**config.mk**
```make
export PLATFORM = sky130hd
export DESIGN_NAME = spi_frame_sequencer
export DESIGN_NICKNAME = d
export VERILOG_FILES = /design/src/rtl/spi_seq_pkg.sv /design/src/rtl/spi_seq_fifo.sv /design/src/rtl/spi_frame_sequencer.sv
export SDC_FILE = /design/constraint.sdc
export NUM_CORES = 1
export LEC_CHECK = 0
export ABC_AREA = 1
export ABC_CLOCK_PERIOD_IN_PS = 5100
export CORE_UTILIZATION = 45
export DETAILED_ROUTE_END_ITERATION = 8
export PLACE_DENSITY = 0.73
export SLEW_MARGIN = 20
export SYNTH_ARGS = -nofsm -noshare
export SYNTH_HDL_FRONTEND = slang
export SYNTH_SLANG_ARGS = --single-unit
```
**constraint.sdc**
```tcl
create_clock -name clk -period 5.1 [get_ports clk]
set_clock_uncertainty 0.2 [all_clocks]
set_input_delay 1.02 -clock clk [delete_from_list [all_inputs] [get_ports clk]]
set_output_delay 1.02 -clock clk [all_outputs]
set_load 0.02 [all_outputs]
```
**src/rtl/spi_seq_pkg.sv**
```systemverilog
// Shared word width and FSM state encoding for the SPI frame sequencer.
package spi_seq_pkg;

  localparam int SPI_WORD_W = 24;

  typedef enum logic [1:0] {
    ST_IDLE      = 2'd0,
    ST_LOAD      = 2'd1,
    ST_WAIT_DONE = 2'd2
  } seq_state_e;

endpackage

```
**src/rtl/spi_seq_fifo.sv**
```systemverilog
// Word buffer for the SPI frame sequencer: storage, wrap-bit pointers, level, full/empty.
module spi_seq_fifo
  import spi_seq_pkg::*;
#(
  parameter int DEPTH = 8
) (
  input  logic                        clk,
  input  logic                        rst_n,
  input  logic                        push,
  input  logic                        pop,
  input  logic [SPI_WORD_W-1:0]       wr_data,
  output logic [SPI_WORD_W-1:0]       rd_data,
  output logic                        full,
  output logic                        empty,
  output logic [$clog2(DEPTH):0]      level
);

  localparam int AW = $clog2(DEPTH);
  localparam int LW = AW + 1;

  logic [SPI_WORD_W-1:0] mem_q [DEPTH];
  logic [LW-1:0]         wr_ptr_q, wr_ptr_d;
  logic [LW-1:0]         rd_ptr_q, rd_ptr_d;
  logic                  push_s, pop_s;

  // Pointers carry one wrap bit above the index so full and empty stay distinguishable.
  assign level   = wr_ptr_q - rd_ptr_q;
  assign full    = (level == LW'(DEPTH));
  assign empty   = (level == {LW{1'b0}});
  assign push_s  = push & ~full;
  assign pop_s   = pop & ~empty;
  assign rd_data = mem_q[rd_ptr_q[AW-1:0]];

  // Next pointer values.
  always_comb begin
    wr_ptr_d = wr_ptr_q;
    rd_ptr_d = rd_ptr_q;
    if (push_s) begin
      wr_ptr_d = wr_ptr_q + LW'(1);
    end else begin
      wr_ptr_d = wr_ptr_q;
    end
    if (pop_s) begin
      rd_ptr_d = rd_ptr_q + LW'(1);
    end else begin
      rd_ptr_d = rd_ptr_q;
    end
  end

  // Pointer registers.
  always_ff @(posedge clk or negedge rst_n) begin
    if (!rst_n) begin
      wr_ptr_q <= {LW{1'b0}};
      rd_ptr_q <= {LW{1'b0}};
    end else begin
      wr_ptr_q <= wr_ptr_d;
      rd_ptr_q <= rd_ptr_d;
    end
  end

  // Word storage.
  always_ff @(posedge clk) begin
    if (push_s) begin
      mem_q[wr_ptr_q[AW-1:0]] <= wr_data;
    end
  end

endmodule

```
**src/rtl/spi_frame_sequencer.sv**
```systemverilog
// Feeds buffered 24-bit words to an SPI serializer via a load/done handshake.
// Optional frame counter enabled by macro SPI_SEQ_FRAME_CNT_EN.
module spi_frame_sequencer
  import spi_seq_pkg::*;
#(
  parameter int FIFO_DEPTH     = 8,
  parameter int SYNC_STAGES    = 2,
  parameter int TIMEOUT_CYCLES = 4096
) (
  input  logic                          clk,
  input  logic                          rst_n,
  input  logic                          wr_en,
  input  logic [SPI_WORD_W-1:0]         wr_data,
  output logic                          fifo_full,
  output logic                          fifo_empty,
  output logic [$clog2(FIFO_DEPTH):0]   fifo_level,
  output logic                          load_data,
  output logic [SPI_WORD_W-1:0]         data_out,
  input  logic                          done_send,
  output logic                          busy,
  output logic                          timeout_err,
  input  logic                          clear_err,
  output logic [15:0]                   frames_sent
);

  localparam int TW = $clog2(TIMEOUT_CYCLES + 1);

  seq_state_e              state_q, state_d;
  logic [SYNC_STAGES-1:0]  sync_q;
  logic                    ds_sync;
  logic [TW-1:0]           cnt_q, cnt_d;
  logic [SPI_WORD_W-1:0]   data_q, data_d;
  logic [SPI_WORD_W-1:0]   rd_data_s;
  logic                    load_q, load_d;
  logic                    busy_q, busy_d;
  logic                    err_q, err_d;
  logic                    pop_s, tmo_s, frame_done_s;

  spi_seq_fifo #(.DEPTH(FIFO_DEPTH)) u_fifo (
    .clk     (clk),
    .rst_n   (rst_n),
    .push    (wr_en),
    .pop     (pop_s),
    .wr_data (wr_data),
    .rd_data (rd_data_s),
    .full    (fifo_full),
    .empty   (fifo_empty),
    .level   (fifo_level)
  );

  assign ds_sync     = sync_q[SYNC_STAGES-1];
  assign load_data   = load_q;
  assign data_out    = data_q;
  assign busy        = busy_q;
  assign timeout_err = err_q;

  // Handshake FSM; the timeout counter restarts on every phase entry.
  always_comb begin
    state_d      = state_q;
    cnt_d        = cnt_q;
    data_d       = data_q;
    pop_s        = 1'b0;
    tmo_s        = 1'b0;
    frame_done_s = 1'b0;
    case (state_q)
      ST_IDLE: begin
        if (!fifo_empty && ds_sync) begin
          state_d = ST_LOAD;
          pop_s   = 1'b1;
          data_d  = rd_data_s;
          cnt_d   = {TW{1'b0}};
        end else begin
          state_d = ST_IDLE;
        end
      end
      ST_LOAD: begin
        if (!ds_sync) begin
          state_d = ST_WAIT_DONE;
          cnt_d   = {TW{1'b0}};
        end else if (cnt_q == TW'(TIMEOUT_CYCLES - 1)) begin
          state_d = ST_IDLE;
          tmo_s   = 1'b1;
        end else begin
          cnt_d   = cnt_q + TW'(1);
        end
      end
      ST_WAIT_DONE: begin
        if (ds_sync) begin
          state_d      = ST_IDLE;
          frame_done_s = 1'b1;
        end else if (cnt_q == TW'(TIMEOUT_CYCLES - 1)) begin
          state_d = ST_IDLE;
          tmo_s   = 1'b1;
        end else begin
          cnt_d   = cnt_q + TW'(1);
        end
      end
      default: begin
        state_d = ST_IDLE;
      end
    endcase
    load_d = (state_d == ST_LOAD);
    busy_d = (state_d != ST_IDLE);
    if (tmo_s) begin
      err_d = 1'b1;
    end else if (clear_err) begin
      err_d = 1'b0;
    end else begin
      err_d = err_q;
    end
  end

  // State, handshake outputs and done_send synchronizer.
  always_ff @(posedge clk or negedge rst_n) begin
    if (!rst_n) begin
      state_q <= ST_IDLE;
      sync_q  <= {SYNC_STAGES{1'b0}};
      cnt_q   <= {TW{1'b0}};
      data_q  <= {SPI_WORD_W{1'b0}};
      load_q  <= 1'b0;
      busy_q  <= 1'b0;
      err_q   <= 1'b0;
    end else begin
      state_q <= state_d;
      sync_q  <= {sync_q[SYNC_STAGES-2:0], done_send};
      cnt_q   <= cnt_d;
      data_q  <= data_d;
      load_q  <= load_d;
      busy_q  <= busy_d;
      err_q   <= err_d;
    end
  end

`ifdef SPI_SEQ_FRAME_CNT_EN
  logic [15:0] frames_q;

  // Completed-frame counter, wraps naturally at 16 bits.
  always_ff @(posedge clk or negedge rst_n) begin
    if (!rst_n) begin
      frames_q <= 16'h0000;
    end else if (frame_done_s) begin
      frames_q <= frames_q + 16'h0001;
    end else begin
      frames_q <= frames_q;
    end
  end

  assign frames_sent = frames_q;
`else
  logic unused_frame_done_s;
  assign unused_frame_done_s = frame_done_s;
  assign frames_sent         = 16'h0000;
`endif

endmodule

```
==> impl_metrics.env, run 1 <==
export IMPL_final_hold_viol_count=0
export IMPL_maxCapViolCount=0
export IMPL_ys_ff_latch=244
export IMPL_synthSimpleGateAreaFrac=0.0975
export IMPL_clk_path_buf_depth=3
export IMPL_drt_pass1_iterations=5
export IMPL_area_growth_pct=17.4
export IMPL_antenna_found_initial=0
export IMPL_initial_utilization=0.464
export IMPL_setup_worst_path_end_class="primary output"
export IMPL_rsz0062_at_grt="false"
export IMPL_layout_nets=876
export IMPL_cts_setup_buffers=0
export IMPL_cts_buffers=24
export IMPL_synth_edf_count=192
export IMPL_wl_per_cell_um=18.6
export IMPL_rows=53
export IMPL_grt_overflow_total=0
export IMPL_clkLatencyLatePin_ps=540
export IMPL_ys_warn_count=0
export IMPL_start_kind="flop"
export IMPL_path_clk_slew_ps=60
export IMPL_synth_main_ff_cell="edfxtp_1"
export IMPL_via_count=6081
export IMPL_first_iter_violations=451
export IMPL_drive_above_1_share=0.0926
export IMPL_cts_hold_buf=0
export IMPL_synthMuxAreaShare=0
export IMPL_core_area_um2=21200
export IMPL_die_w_um=150
export IMPL_grt_max_degree=53
export IMPL_min_path_type="reg -> reg"
export IMPL_synth_area_top_cells="edfxtp_1 (59%), dfrtp_1 (13%), nand2_1 (6.7%)"
export IMPL_slowest_delay_ps=590
export IMPL_crit_path_cell_trace="inv_1, ha_1, inv_1, fa_1, or2_0, nor2_2, nand3_2, inv_1, clkdlybuf4s50_1"
export IMPL_synth_cell_area_um2=9850
export IMPL_htreeDepth=1
export IMPL_hpwl_um=11100
export IMPL_slew_viol_final=0
export IMPL_synth_xor_area_frac=0.0133
export IMPL_ir_drop_mv=0.373
export IMPL_synthAdderAreaFrac=0.0160
export IMPL_critical_path_class="reg -> out"
export IMPL_track_usage=0.189
export IMPL_cts_resized=0
export IMPL_relSlewSlack=0.263
export IMPL_ff2ff_setup_slack_ps=1970
export IMPL_avgSynthCellArea_um2=12.8
export IMPL_power_density_nw_per_um2=604
export IMPL_synth_top_family_by_area="compound AO/OA/AOI/OAI gates"
export IMPL_yosysTopAreaCell="edfxtp_1"
export IMPL_ant_nets=0
export IMPL_min_period_over_period=0.812
export IMPL_synth_distinct_cells=32
export IMPL_avgViaCountPerCell=5.39
export IMPL_crit_slowest_cell="clkdlybuf4s50_1"
export IMPL_wl_um=20900
export IMPL_crit_path_max_fanout=5
export IMPL_drc=0
export IMPL_synth_compound_area_frac=0.111
export IMPL_yosysSeqAreaShare=0.717
export IMPL_cts_tree="done"
export IMPL_antenna_cells=0
export IMPL_cpMostUsedCell="inv_1"
export IMPL_async_flop_share=0.213
export IMPL_cp_required_ps=3880
export IMPL_synthCells=771
export IMPL_seq_area_um2=7070
export IMPL_cts_root_buffer="clkbuf_16"
export IMPL_multi_input_area_um2=2430
export IMPL_fmax_mhz=241
export IMPL_fill_cells=1712
export IMPL_io_pins=78
export IMPL_leakagePower_nw=4.29
export IMPL_synth_top_area_share=0.585
export IMPL_cts_sinks=244
export IMPL_worst_pin_slew_ps=1100
export IMPL_fp_dieH_um=150
export IMPL_place_gp_congestion=0.786
export IMPL_status="completed"
export IMPL_grt_pass1_vias=5788
export IMPL_utilization=0.545
export IMPL_finalSetupViolations=0
export IMPL_dieArea_um2=22500
export IMPL_io_buffers=61
export IMPL_fin_setup_tns_ps=0
export IMPL_fin_crit_ps=4140
export IMPL_arrival_ps=2920
export IMPL_grt_pass1_wl_um=32100
## cell usage after synthesis, types with 10 or more instances
cell and instances:
o22ai_1 49, buf_2 13, a211oi_1 48, edfxtp_1 192, clkbuf_1 17, ha_1 11, o21ai_1 20, xor2_1 11
dfrtp_1 52, nand3_1 21, o21ai_0 10, inv_1 27, nand2_1 177, a21oi_1 50, buf_4 24, nor2_1 16
## worst paths after layout
check,endpoint,cells past startpoint,startpoint
max in group asynchronous,u_fifo.wr_ptr_q[2],2,rst_n
worst max register to register,data_out[18],7,u_fifo.rd_ptr_q[0]
worst max-delay path,fifo_empty,9,u_fifo.wr_ptr_q[0]
worst min-delay path,sync_q[1],0,sync_q[0]
min in group asynchronous,data_out[8],2,rst_n
worst min register to register,sync_q[1],0,sync_q[0]
## area by class of cell
cell class | instances | share of cell area
Sequential cell | 244 | 0.611
Multi-Input combinational cell | 456 | 0.210
Clock buffer | 30 | 0.0547
Timing Repair Buffer | 78 | 0.0634
Clock inverter | 14 | 0.0217
Inverter | 31 | 0.0101
Tap cell | 275 | 0.0297
## flip-flops by register name (all words and copies together) (netlist names)
signal and count:
u_fifo.wr_ptr_q 4, busy 1, load_data 1, sync_q 2, timeout_err 1, cnt_q 13, u_fifo.mem_q 192, state_q 2
u_fifo.rd_ptr_q 4, data_out 24
## cells by family after synthesis
logic type | Yosys count
xor gates and xnor gates | 15
DFF | 244
AOI/OAI and AO/OA | 180
buffers and inverters | 86
adders and majority gates | 12
and+or+nand+nor | 233
other | 1
## cell usage in the layout (no fill, tap or decap), types with 3 or more instances in the layout
master	instances
nand3_2	3
inv_1	27
nand2_1	177
clkdlybuf4s50_1	60
o21ai_0	10
nand2_2	5
nor2_2	9
conb_1	16
a211oi_1	48
nand3_1	21
buf_4	17
a21oi_1	50
dfrtp_1	52
bufinv_16	6
xor2_1	11
clkinv_1	3
clkbuf_1	5
o22ai_1	49
nand4_1	3
xnor2_1	4
o21ai_1	20
edfxtp_1	192
ha_1	11
clkbuf_16	24
inv_2	3
nor2_1	10
## layer usage
layer / track usage / vias to the layer above / part of all wire
li1: - / 2898 / -
met1: 0.250 / 2977 / 0.43
met2: 0.329 / 178 / 0.50
met3: 0.0314 / 28 / 0.056
met4: 0.0394 / 0 / 0.014
met5: 0 / - / 0
## per-stage QoR
step           instance area, um^2  power (mW)  hold slack (ps)  std cells  setup WS, ps
6_report                     11600        6.99              166       1128           959
5_1_grt                      11600        7.36              173       1128           724
4_1_cts                      11600        7.05              175       1128           905
3_5_place_dp                 10700        5.11              152       1084          1490
3_3_place_gp                 10700        5.05              146       1084          1510
2_1_floorplan                 9910        4.27              131        786           580
## critical path: cells and delay by family (launching register included)
family	cells	cell delay [ps]
adder cells (fa/ha/maj)	2	620
flip-flops	1	400
AND/OR/NAND/NOR	3	520
buffers and inverters	4	830
## report_power, final
group          switching (mW)  internal [mW]  total, mW  leakage, nW
registers               0.141           2.56       2.70         2.41
clock network           0.736           1.19       1.93        0.420
logic                    1.56          0.797       2.36         1.47
No activity file was read; power rests on OpenSTA's default activity.
==> inputs of run 2 (changes only) <==
ABC_CLOCK_PERIOD_IN_PS = 4300   (was 5100)
clock period = 4.3 ns   (was 5.1 ns; I/O delays follow)
==> impl_metrics.env, run 2 (same netlist as run 1, synthesis figures left out) <==
export IMPL_final_cell_mix="edfxtp_1 (192), nand2_1 (177), clkdlybuf4s50_1 (60)"
export IMPL_start_kind="flop"
export IMPL_worst_pin_slew_ps=820
export IMPL_r2r_end="u_fifo.mem_q[3][0]"
export IMPL_clkLatencyLatePin_ps=540
export IMPL_fmax_mhz=252
export IMPL_fp_dieH_um=150
export IMPL_ir_drop_mv=0.428
export IMPL_worstHoldStart="sync_q[0]"
export IMPL_slowest_delay_ps=590
export IMPL_cp_required_ps=3240
export IMPL_status="completed"
export IMPL_power_total_mw=8.34
export IMPL_cpMostUsedCell="inv_1"
export IMPL_wl_um=21700
export IMPL_crit_path_cell_trace="inv_1, ha_1, inv_1, fa_1, or2_0, nor2_2, nand3_2, inv_1, clkdlybuf4s50_1"
export IMPL_final_area_um2=11600
export IMPL_grt_overflow_total=0
export IMPL_path_clk_slew_ps=60
export IMPL_dpl_cell_area_um2=10800
export IMPL_final_hold_viol_count=0
export IMPL_layout_commonest_cell="edfxtp_1"
export IMPL_worst_r2r_cell_count=12
export IMPL_antenna_found_initial=0
export IMPL_ff2ff_setup_slack_ps=1080
export IMPL_rows=53
export IMPL_track_usage=0.198
export IMPL_multi_input_area_um2=2430
export IMPL_crit_slowest_cell="clkdlybuf4s50_1"
export IMPL_place_gp_congestion=0.822
export IMPL_dieArea_um2=22500
export IMPL_initial_utilization=0.464
export IMPL_via_count=6321
export IMPL_relSlewSlack=0.453
export IMPL_hold_depth=0
export IMPL_cts_root_buffer="clkbuf_16"
export IMPL_fin_crit_ps=3960
export IMPL_crit_path_max_fanout=5
export IMPL_grt_pass1_wl_um=33700
export IMPL_min_path_type="reg -> reg"
export IMPL_cts_setup_buffers=0
export IMPL_cts_tree="done"
export IMPL_fill_cells=1734
export IMPL_io_buffers=61
export IMPL_drive_above_1_share=0.0991
export IMPL_avgViaCountPerCell=5.58
export IMPL_hpwl_um=12300
export IMPL_grt_max_degree=52
export IMPL_min_period_over_period=0.922
export IMPL_io_pins=78
export IMPL_seq_area_um2=7070
export IMPL_fin_setup_tns_ps=0
export IMPL_core_area_um2=21200
export IMPL_drt_pass1_iterations=5
export IMPL_power_density_nw_per_um2=718
export IMPL_area_growth_pct=17.9
export IMPL_critical_path_class="reg -> out"
export IMPL_wl_per_cell_um=19.2
export IMPL_rsz0062_at_grt="false"
export IMPL_cts_buffers=25
export IMPL_cts_sinks=244
export IMPL_layout_nets=880
export IMPL_arrival_ps=2900
export IMPL_htreeDepth=1
export IMPL_r2r_start="u_fifo.wr_ptr_q[0]"
export IMPL_clk_path_buf_depth=3
export IMPL_ant_nets=0
export IMPL_largest_reg_flops=192
export IMPL_cts_resized=0
export IMPL_first_iter_violations=411
export IMPL_hold_end="sync_q[1]"
export IMPL_maxCapViolCount=0
export IMPL_drc=0
export IMPL_slew_viol_final=0
export IMPL_antenna_cells=0
export IMPL_setup_worst_path_end_class="primary output"
export IMPL_grt_pass1_vias=6198
export IMPL_finalSetupViolations=0
export IMPL_die_w_um=150
export IMPL_cts_hold_buf=0
export IMPL_leakagePower_nw=4.32
==> run 2: routing by layer <==
metal,track usage,part of all wire
met2,0.336,0.48
met5,0,0
met4,0.0551,0.022
met1,0.264,0.43
met3,0.0302,0.063
==> run 2: how the worst max path moves through the flow <==
stage / endpoint / slack [ps] / start
6_report: fifo_empty / 340 / u_fifo.wr_ptr_q[0]
5_1_grt: fifo_empty / 200 / u_fifo.wr_ptr_q[0]
4_1_cts: fifo_empty / 320 / u_fifo.wr_ptr_q[0]
3_5_place_dp: fifo_empty / 880 / u_fifo.wr_ptr_q[0]
3_3_place_gp: fifo_empty / 920 / u_fifo.wr_ptr_q[0]
2_1_floorplan: u_fifo.mem_q[0][0] / 440 / u_fifo.rd_ptr_q[1]
==> run 2: final cells by class <==
type                       count  area share
clock buffer                  31      0.0575
clock inverter                15      0.0172
inverter                      31      0.0100
multi-input combinational    456       0.209
sequential                   244       0.608
tap                          275      0.0296
timing repair buffer          81      0.0683
==> run 2: through the flow <==
stage / worst slack (ps) / util / instances / hold slack, ps
final: 337 / 0.548 / 1133 / 153
after global routing: 198 / 0.548 / 1133 / 161
after CTS: 321 / 0.548 / 1133 / 161
after detailed placement: 882 / 0.507 / 1087 / 140
after global placement: 924 / 0.507 / 1087 / 134
after floorplan: 444 / - / 786 / 131
==> run 2: report_power, final <==
group / internal, mW / switching (mW)
Clock: 1.35 / 0.905
Sequential: 3.04 / 0.177
Combinational: 0.970 / 1.90
Total: 5.36 / 2.98
==> run 2: critical path: cells and delay by family (launching register included) <==
kind                     cells  cell delay (ps)
buffers and inverters        4              840
adder cells (fa/ha/maj)      2              610
AND/OR/NAND/NOR              3              520
flip-flops                   1              400
==> inputs of run 3 (changes only) <==
RECOVER_POWER = 100   (was unset)
==> impl_metrics.env, run 3 (same netlist as run 1, synthesis figures left out) <==
export IMPL_cts_sinks=244
export IMPL_antenna_cells=0
export IMPL_power_density_nw_per_um2=712
export IMPL_final_hold_viol_count=0
export IMPL_grt_max_degree=52
export IMPL_cts_setup_buffers=0
export IMPL_min_period_over_period=0.935
export IMPL_initial_utilization=0.464
export IMPL_slew_viol_final=56
export IMPL_setup_worst_path_end_class="primary output"
export IMPL_critical_path_class="reg -> out"
export IMPL_drive_above_1_share=0.0711
export IMPL_antenna_found_initial=0
export IMPL_cts_resized=0
export IMPL_clk_path_buf_depth=3
export IMPL_avgViaCountPerCell=5.58
export IMPL_grt_pass1_vias=6198
export IMPL_drc=0
export IMPL_fin_setup_tns_ps=0
export IMPL_fin_crit_ps=4020
export IMPL_violations="capacitance limit, slew limit"
export IMPL_largest_reg_flops=192
export IMPL_ant_nets=0
export IMPL_finalSetupViolations=0
export IMPL_dieArea_um2=22500
export IMPL_layout_nets=880
export IMPL_track_usage=0.198
export IMPL_wl_um=21600
export IMPL_worst_pin_slew_ps=1940
export IMPL_cts_hold_buf=0
export IMPL_grt_overflow_total=0
export IMPL_place_gp_congestion=0.822
export IMPL_maxCapViolCount=2
export IMPL_clkLatencyLatePin_ps=540
export IMPL_io_buffers=61
export IMPL_cts_tree="done"
export IMPL_leakagePower_nw=4.32
export IMPL_io_pins=78
export IMPL_status="finished, violations left"
export IMPL_core_area_um2=21200
export IMPL_wl_per_cell_um=19.1
export IMPL_arrival_ps=2960
export IMPL_rsz0062_at_grt="false"
export IMPL_ff2ff_setup_slack_ps=540
export IMPL_rows=53
export IMPL_crit_path_max_fanout=5
export IMPL_ir_drop_mv=0.421
export IMPL_final_cell_mix="edfxtp_1 (192), nand2_1 (180), dlygate4sd3_1 (58)"
export IMPL_cts_buffers=25
export IMPL_relSlewSlack=-0.295
export IMPL_fin_cells=1133
export IMPL_htreeDepth=1
export IMPL_drt_pass1_iterations=5
export IMPL_layout_commonest_cell="edfxtp_1"
export IMPL_path_clk_slew_ps=60
export IMPL_dp_cells=1087
export IMPL_min_path_type="reg -> reg"
export IMPL_fmax_mhz=249
export IMPL_grt_pass1_wl_um=33700
export IMPL_via_count=6319
export IMPL_start_kind="flop"
export IMPL_first_iter_violations=404
export IMPL_fp_dieH_um=150
export IMPL_cp_required_ps=3240
export IMPL_hpwl_um=12300
export IMPL_cts_root_buffer="clkbuf_16"
export IMPL_area_growth_pct=16.6
export IMPL_die_w_um=150
export IMPL_fill_cells=1759
==> run 3: changes by cell type in the layout (fill, tap and decap cells not counted), sizes merged <==
cell and change:
clkdlybuf4s50 -58, clkbuf +13, buf -13, dlygate4sd3 +58
==> run 3: per-stage QoR <==
stage / area [um^2] / total power, mW / hold WS [ps] / worst slack, ps / utilization
after floorplan: 9920 / 5.07 / 131 / 444 / -
after global placement: 10800 / 6.06 / 134 / 924 / 0.507
after detailed placement: 10800 / 6.12 / 140 / 882 / 0.507
after CTS: 11600 / 8.40 / 161 / 321 / 0.548
after global routing: 11500 / 8.63 / 161 / 133 / 0.542
final: 11500 / 8.18 / 153 / 280 / 0.542
==> run 3: area by class of cell <==
type,count,area (um^2),share of cell area
clock buffers,31,668,0.0581
clock inverters,15,200,0.0174
inverters,31,116,0.0101
multi-input cells,456,2380,0.207
flip-flops and latches,244,7070,0.615
well taps,275,344,0.0299
repair buffers,81,716,0.0623
==> run 3: report_power, final <==
group / switching (mW) / internal, mW
Clock: 0.906 / 1.35
Combinational: 1.86 / 0.848
Sequential: 0.171 / 3.04
Total: 2.93 / 5.25
==> run 3: path summary, 6_finish.rpt <==
path / startpoint / endpoint / cells after the start
worst max-delay path: u_fifo.wr_ptr_q[0] / fifo_empty / 9
min in group asynchronous: rst_n / data_out[6] / 1
worst min register to register: sync_q[0] / sync_q[1] / 0
worst max register to register: u_fifo.wr_ptr_q[0] / u_fifo.mem_q[6][19] / 12
max in group asynchronous: rst_n / cnt_q[0] / 2
worst min-delay path: sync_q[0] / sync_q[1] / 0
==> run 3: per-layer routing <==
layer	up-vias	part of all wire	track usage
li1	2908	-	-
met1	3108	0.42	0.264
met2	264	0.49	0.336
met3	39	0.067	0.0302
met4	0	0.022	0.0551
met5	-	0	0
==> run 3: worst max-delay path, cell delays in order, from the launching register on <==
cell and delay, ps:
dfrtp_1 400, inv_1 80, ha_1 180, inv_1 80, fa_1 420, or2_0 240
nor2_2 120, nand3_1 150, inv_1 90, dlygate4sd3_1 670
